==> src/rtl/sap_sequencer.sv <==
// Purpose: T-state controller for the 8-bit bus computer: fetch T1-T3, opcode-dependent execute T4-T7.
// Latency: outputs decode combinationally from the current T-state and opcode; the state advances one step per enabled edge.
// Backpressure: in single-step mode the state holds between STEP pulses, and the WE/PC_EN strobes stay low while it holds.
module sap_sequencer #(
  parameter int ADDR_W  = 4,
  parameter int STEP_EN = 1
) (
  input  logic       CLK,
  input  logic       RESET,
  input  logic       RUN,
  input  logic       STEP_MODE,
  input  logic       STEP,
  input  logic [7:0] IR_IN,
  input  logic       ZERO,
  output logic [3:0] BUS_SRC,
  output logic [3:0] BUS_DST,
  output logic       OE,
  output logic       WE,
  output logic       PC_EN,
  output logic [2:0] OP,
  output logic       HLT,
  output logic [2:0] T_STATE
);

  // T1..T7 occupy codes 1..7, so the low three bits give T_STATE directly.
  // IDLE (0) and HALT (8) both report 0.
  typedef enum logic [3:0] {
    S_IDLE = 4'd0,
    S_T1   = 4'd1,
    S_T2   = 4'd2,
    S_T3   = 4'd3,
    S_T4   = 4'd4,
    S_T5   = 4'd5,
    S_T6   = 4'd6,
    S_T7   = 4'd7,
    S_HALT = 4'd8
  } state_t;

  localparam logic [3:0] M_PC   = 4'd0;
  localparam logic [3:0] M_ACC  = 4'd1;
  localparam logic [3:0] M_BREG = 4'd2;
  localparam logic [3:0] M_ALU  = 4'd3;
  localparam logic [3:0] M_MAR  = 4'd4;
  localparam logic [3:0] M_MEM  = 4'd5;
  localparam logic [3:0] M_IR   = 4'd6;
  localparam logic [3:0] M_OR   = 4'd8;

  localparam logic [3:0] OPC_LDA = 4'h0;
  localparam logic [3:0] OPC_ADD = 4'h1;
  localparam logic [3:0] OPC_SUB = 4'h2;
  localparam logic [3:0] OPC_LDB = 4'h3;
  localparam logic [3:0] OPC_INC = 4'h4;
  localparam logic [3:0] OPC_DEC = 4'h5;
  localparam logic [3:0] OPC_JMP = 4'h6;
  localparam logic [3:0] OPC_JZ  = 4'h7;
  localparam logic [3:0] OPC_OUT = 4'hE;
  localparam logic [3:0] OPC_HLT = 4'hF;

  localparam logic [2:0] ALU_ADD = 3'b000;
  localparam logic [2:0] ALU_SUB = 3'b001;
  localparam logic [2:0] ALU_DEC = 3'b010;
  localparam logic [2:0] ALU_INC = 3'b011;

  state_t     state_q, state_d;
  logic [3:0] opcode;
  logic       adv;
  logic       we_raw, pc_raw;
  logic [2:0] op_dec;

  // The operand field is consumed by the datapath over the bus, not by the sequencer.
  logic operand_unused;
  assign operand_unused = ^IR_IN[ADDR_W-1:0];

  assign opcode = IR_IN[7:4];
  assign adv    = ~((STEP_EN != 0) & STEP_MODE) | STEP;

  // ALU op for the current instruction; non-ALU instructions leave it at ADD (000).
  always_comb begin
    op_dec = ALU_ADD;
    case (opcode)
      OPC_SUB: op_dec = ALU_SUB;
      OPC_INC: op_dec = ALU_INC;
      OPC_DEC: op_dec = ALU_DEC;
      default: op_dec = ALU_ADD;
    endcase
  end

  // Next-state and Moore output decode; the state is frozen whenever ADV is low.
  always_comb begin
    state_d = state_q;
    BUS_SRC = M_PC;
    BUS_DST = M_PC;
    OE      = 1'b0;
    we_raw  = 1'b0;
    pc_raw  = 1'b0;
    OP      = ALU_ADD;
    HLT     = 1'b0;
    case (state_q)
      S_IDLE: if (RUN) state_d = S_T1;
      S_T1: begin
        BUS_SRC = M_PC;  BUS_DST = M_MAR; OE = 1'b1; we_raw = 1'b1;
        state_d = S_T2;
      end
      S_T2: begin
        pc_raw  = 1'b1;
        state_d = S_T3;
      end
      S_T3: begin
        BUS_SRC = M_MEM; BUS_DST = M_IR; OE = 1'b1; we_raw = 1'b1;
        state_d = S_T4;
      end
      S_T4: begin
        OP      = op_dec;
        state_d = S_T1;
        case (opcode)
          OPC_LDA, OPC_LDB, OPC_ADD, OPC_SUB: begin
            BUS_SRC = M_IR; BUS_DST = M_MAR; OE = 1'b1; we_raw = 1'b1;
            state_d = S_T5;
          end
          OPC_INC, OPC_DEC: state_d = S_T5;
          OPC_JMP: begin
            BUS_SRC = M_IR; BUS_DST = M_PC; OE = 1'b1; we_raw = 1'b1;
          end
          OPC_JZ: if (ZERO) begin
            BUS_SRC = M_IR; BUS_DST = M_PC; OE = 1'b1; we_raw = 1'b1;
          end
          OPC_OUT: begin
            BUS_SRC = M_ACC; BUS_DST = M_OR; OE = 1'b1; we_raw = 1'b1;
          end
          OPC_HLT: state_d = S_HALT;
          default: state_d = S_T1;
        endcase
      end
      S_T5: begin
        OP      = op_dec;
        state_d = S_T1;
        case (opcode)
          OPC_LDA: begin
            BUS_SRC = M_MEM; BUS_DST = M_ACC; OE = 1'b1; we_raw = 1'b1;
          end
          OPC_LDB: begin
            BUS_SRC = M_MEM; BUS_DST = M_BREG; OE = 1'b1; we_raw = 1'b1;
          end
          OPC_ADD, OPC_SUB: begin
            BUS_SRC = M_MEM; BUS_DST = M_BREG; OE = 1'b1; we_raw = 1'b1;
            state_d = S_T6;
          end
          OPC_INC, OPC_DEC: begin
            BUS_SRC = M_ALU; BUS_DST = M_ACC; OE = 1'b1; we_raw = 1'b1;
          end
          default: state_d = S_T1;
        endcase
      end
      // Idle cycle that gives the registered ALU a cycle to settle on the new BREG value.
      S_T6: begin
        OP      = op_dec;
        state_d = S_T7;
      end
      S_T7: begin
        OP      = op_dec;
        BUS_SRC = M_ALU; BUS_DST = M_ACC; OE = 1'b1; we_raw = 1'b1;
        state_d = S_T1;
      end
      S_HALT: HLT = 1'b1;
      default: state_d = S_IDLE;
    endcase
    if (!adv) state_d = state_q;
  end

  assign WE      = we_raw & adv;
  assign PC_EN   = pc_raw & adv;
  assign T_STATE = state_q[2:0];

  // State register with asynchronous reset to IDLE.
  always_ff @(posedge CLK or posedge RESET) begin
    if (RESET) state_q <= S_IDLE;
    else       state_q <= state_d;
  end

endmodule

==> config.mk <==
export PLATFORM = sky130hd
export DESIGN_NAME = sap_sequencer
export DESIGN_NICKNAME = d
export VERILOG_FILES = /design/src/rtl/sap_sequencer.sv
export SDC_FILE = /design/constraint.sdc
export NUM_CORES = 1
export LEC_CHECK = 0
export ABC_AREA = 0
export CORE_MARGIN = 2
export CORE_UTILIZATION = 41
export CTS_BUF_LIST = sky130_fd_sc_hd__clkbuf_2 sky130_fd_sc_hd__clkbuf_4 sky130_fd_sc_hd__clkbuf_8
export CTS_CLUSTER_DIAMETER = 80
export DETAILED_ROUTE_END_ITERATION = 8
export PLACE_DENSITY = 0.82
export REMOVE_ABC_BUFFERS = 1
export SLEW_MARGIN = 10
export SYNTH_ARGS = -nofsm -noshare
export SYNTH_HDL_FRONTEND = slang
export SYNTH_SLANG_ARGS = --single-unit
==> constraint.sdc <==
create_clock -name CLK -period 1.41 [get_ports CLK]
set_input_delay 0.141 -clock CLK [delete_from_list [all_inputs] [get_ports CLK]]
set_output_delay 0.141 -clock CLK [all_outputs]
set_load 0.05 [all_outputs]
### Yosys cells after proc, flatten, opt, wreduce, memory -nomap -nowiden

Cells that the tools add are included.

| storage, ports and cells | value |
|---|---|
| register bits after elaboration | 4 |
| latch bits | 0 |
| memory bits (writable) | 0 |
| bits in read-only memories | 0 |
| input port bits | 14 |
| output and inout bits | 18 |
| word-level logic and storage cells | 56 |
| memories kept | 0 |

| operators by class | value |
|---|---|
| add/subtract/negate cells | 0 |
| $mul | 0 |
| divide/modulo/power cells | 0 |
| $lt $le $gt $ge | 0 |
| eq/ne operators | 18 |
| shifts and indexed selects | 0 |
| multiplexer cells | 19 |
| bitwise operators | 5 |
| reduce and logical (&&, ||, !) cells | 13 |

Operators with widths:

| operator | number |
|---|---|
| 4-bit one-hot mux with 9 select lines | 1 |
| 4-bit by 3-bit == test with 1-bit output, second input constant | 8 |
| 4-bit one-hot mux with 5 select lines | 1 |
| 4-bit by 2-bit == test with 1-bit output, second input constant | 4 |
| 4-bit one-hot mux with 2 select lines | 2 |
| 4-bit == test, second input constant | 3 |
| 3-bit one-hot mux with 4 select lines | 1 |
| 6-bit OR reduction | 2 |
| 3-bit 2-to-1 mux | 3 |
| 3-bit one-hot mux with 3 select lines | 1 |
| 3-bit OR reduction | 3 |
| 4-bit by 1-bit == test with 1-bit output, second input constant | 2 |
| 4-bit logical NOT | 2 |
| 4-bit OR reduction | 2 |
| 2-bit one-hot mux with 3 select lines | 1 |
| 3-bit one-hot mux with 2 select lines | 1 |
| 5-bit OR reduction | 1 |
| 1-bit 2-to-1 mux | 4 |
| 4-bit 2-to-1 mux | 1 |
| 2-bit one-hot mux with 2 select lines | 1 |
| 2-bit OR reduction | 2 |
| 1-bit one-hot mux with 3 select lines | 1 |
| 3-bit AND reduction | 1 |
| 1-bit bitwise AND | 2 |
| other kinds (4) | 5 |

### Logic depth before layout (Yosys ltp)

Gate-level depths: netlist of run 1.

| depth | value |
|---|---|
| depth in word-level cells | 5 |
| depth in mapped cells | 5 |

### Least setup slack after synthesis of run 1

Ideal clock, no wire load.

| path | value |
|---|---|
| kind | register -> output |
| from | reg state_q[2] |
| to | out OP[0] |
| arrival time | 2.155 ns |
| required time | 1.269 ns |
| path slack | -0.886 ns |
| cell stages (with the launch flop) | 3 |
| path buffers | 0 |
| path through | dfrtp_1 > nand2b_2 > nor4_1 |

| between the ends | value |
|---|---|
| cells in the longest elaborated chain, start to end | 3 |

Ends and longest elaborated chain:

| element | RTL line | RTL |
|---|---|---|
| from (decl) | 64 | `state_t state_q, state_d;` |
| from (signal assigned) | 177 | `else state_q <= state_d;` |
| 4-bit by 3-bit == test with 1-bit output | 98 | `case (state_q)` |
| 4-bit OR reduction (no source line) (*) | n/a |  |
| 3-bit 2-to-1 mux (*) | 98 |  |
| to (decl) | 20 | `output logic [2:0] OP,` |

Mark *: on every way between the ends. The rest lies on a longest branch, timed or not.

### Worst setup path in the final report of run 1

| path | value |
|---|---|
| from | reg state_q[1] |
| to | out BUS_SRC[2] |

| between the ends | value |
|---|---|
| cells in the longest elaborated chain, start to end | 2 |

Ends and longest elaborated chain:

| element | RTL line | RTL |
|---|---|---|
| 4-bit by 3-bit == test with 1-bit output or 4-bit by 2-bit == test with 1-bit output (tied branches) | 98 |  |
| 3-bit one-hot mux with 4 select lines (*) | 98 |  |
| to (decl) | 15 | `output logic [3:0] BUS_SRC,` |

Marks and branches as above.

==> run metrics, run 1 <==
cell leakage power 0.599 nW; WS Path Type register to output port; chip width 43.5 um; worst setup path start state_q[1]$_DFFE_PP0P_; WL final 3030 um; critical path launch point type register; Most flops, register state_q; chip height 43.5 um; Initial DRC Count 79; Register-to-Register Path Depth 6; max FFs per register 4; clock slew at reported path FFs 0.04 ns; Post-Syn Area 641 sq um; reg2reg end state_q[0]$_DFFE_PP0P_; Clk Latency, worst-skew pair 0.25 ns; drt drc 0; Arr. time, crit path 1.57 ns; ys async rst share 100%; Rows 14; vias in the first global route 936; dpl cells 149; Worst VDD drop 1880 uV; Yosys cell types 37; Initial DRT Pass Iterations 4; Syn Area/Cell 7.12 sq um; grt met1 use 40.8%; final setup fails 13; fill cell count 58; Synth Flop Type dfrtp_1; failing checks setup timing; final std cells w/o fill 156; skew final 0.00285 ns; sum of negative setup slack -2.83 ns; PwrDens 2240 nW/um^2; largest registers state_q (4); Fin. Hold Viols 0; PnR worst setup slack -0.303 ns; Vias 1003; R2R Path Start state_q[1]$_DFFE_PP0P_; post-route ant nets 0; first-pass GRT wire length 4530 um; Crit Path Max Fanout 4; wire per inst 19.4 um; Syn-to-layout area delta 112%; total routing usage reported by global routing 32.3%; Hold Crit Class input port to async pin; CTS Buffer Depth 2; clk root buf clkbuf_4; CP endpoint kind output port; Num CTS Buffers 3; layer with the highest usage met2; GR Util met2 52.5%; largest net degree at the start of global routing 15; clk sinks 4; run status finished, violations left; antenna violations before repair 0; gr ovfl total 0; io pins 32; Post-Syn Instances 90; layout cells sized above 1 57.9%; register area share after synthesis 15.6%; FF-to-FF setup slack 0.03 ns; GP Congestion 0.834; Pins Over Slew Limit 0; Buffers on Ports 25; final instance area 1360 sq um; antenna cells 0; Worst EP required 1.27 ns; Setup Slack @ Placement -0.403 ns; DIE AREA 1890 sq um; met3 usage 5.42%; cell area after placement 1220 sq um; Fmax 584 MHz; CTS tree done; Final Net Count 156; DP HPWL 1710 um; Max Cap Viol 0; RSZ-0062 raised after global routing true; Ys Warns 0; number of synthesized flops with an enable pin 0; core outline area 1490 sq um; Period minus WS final 1.71 ns; Tcrit/Tclk final 122%; #FFs+latches synth 4; drt via density 6.43; starting density of the core 43.0%; H-tree levels 1
## final cells by class
class / count / area, sq um / share of cell area (%)
well taps: 16 / 20.0 / 1.47
repair buffers: 57 / 662 / 48.7
flip-flops and latches: 4 / 103 / 7.54
multi-input cells: 72 / 536 / 39.4
inverters: 4 / 17.5 / 1.29
clock buffers: 3 / 22.5 / 1.66
## per-stage QoR
stage               total power, mW  util, %  hold WS (ns)
floorplan                      1.30        -       -0.0929
global placement               2.48     82.0         0.333
CTS                            2.85     89.3         0.120
detailed placement             2.53     82.0         0.368
finish                         3.05     91.3         0.101
global route                   3.13     91.3         0.114
## critical path, stage by stage, from the launching register on
cell and delay [ns]:
dfrtp_1 0.41, buf_4 0.15, nor2b_2 0.17, o21ai_1 0.19
o32ai_2 0.11, buf_4 0.15, buf_12 0.14
## synthesized netlist by cell type, types with 2 or more instances
cell type  instances  area [sq um]
buf_2              4          20.0
a21oi_1            6          30.0
and3_1             3          18.8
xnor2_1            2          17.5
nor3_1             4          20.0
nor3_2             3          30.0
and2b_2            2          17.5
nor2_1             8          30.0
nand2b_1           2          12.5
o32ai_1            2          17.5
nor4_1             2          12.5
buf_4              6          45.0
a211oi_1           2          15.0
nand4_1            3          18.8
dfrtp_1            4           100
nand3_1            3          15.0
o21ai_0            5          25.0
nand2_1            8          30.0
inv_1              3          11.3
## kinds of logic (layout without fill, tap and decap cells)
logic type / after synthesis / count (layout) / share of synthesized area [%]
compound gates: 23 / 23 / 23.8
other cells: 1 / 2 / 0.585
simple gates: 45 / 45 / 43.0
buf+inv: 15 / 64 / 14.3
xor+xnor: 2 / 2 / 2.73
flops: 4 / 4 / 15.6
## repair_timing
item | CTS | global route
setup endpoints to repair | 13 | 13
buffers inserted | 3 | 1
pin swaps | 3 | 3
resized for setup | 20 | 10
hold buffers | 0 | 0
hold endpoints to repair | 0 | 0
## how the worst max path moves through the flow
stage / end / slack (ns) / cells after the start
global placement: BUS_SRC[2] / -0.34 / 6
finish: BUS_SRC[2] / -0.30 / 6
CTS: BUS_SRC[2] / -0.27 / 6
detailed placement: BUS_SRC[2] / -0.40 / 6
global route: BUS_SRC[2] / -0.34 / 6
floorplan: OP[0] / -1.23 / 2
## layer usage
| layer | part of all wire (%) | vias to the layer above |
|---|---|---|
| met4 | 6.9 | 0 |
| met3 | 13 | 25 |
| li1 | - | 419 |
| met2 | 44 | 99 |
| met5 | 0 | - |
| met1 | 36 | 460 |
## cells in the final DEF, fill, tap and decap left out, types with 2 or more instances in the layout
master,n
buf_4,30
buf_12,17
nand2_1,7
nor2_1,6
o21ai_0,5
a21oi_1,5
clkdlybuf4s50_1,4
nand3_1,3
nand4_1,3
nor3_2,3
nor3_4,3
clkbuf_4,3
xnor2_1,2
nor3_1,2
inv_2,2
and2b_2,2
a211oi_1,2
nand2b_1,2
o32ai_2,2
and3_1,2
conb_1,2
dlygate4sd2_1,2
dfrtp_2,2
dfrtp_1,2
## power breakdown
| part | total (mW) | switching (mW) | leakage, nW | internal [mW] |
|---|---|---|---|---|
| Combinational | 2.65 | 1.42 | 0.537 | 1.23 |
| Sequential | 0.242 | 0.0799 | 0.0484 | 0.162 |
| Clock | 0.159 | 0.0625 | 0.0138 | 0.0963 |
| Total | 3.05 | 1.57 | 0.599 | 1.48 |
(Power assumes the default switching activity.)
==> inputs of run 2 (changes only) <==
Settings changed: CTS_CLUSTER_SIZE from default to 20.
==> results of run 2 <==
No change in the layout: final DEF, timing and power equal those of run 1.
==> inputs of run 3 (changes only) <==
Settings changed: CTS_CLUSTER_SIZE 20 to default.
==> results of run 3 <==
No change in the layout: final DEF, timing and power equal those of run 1.
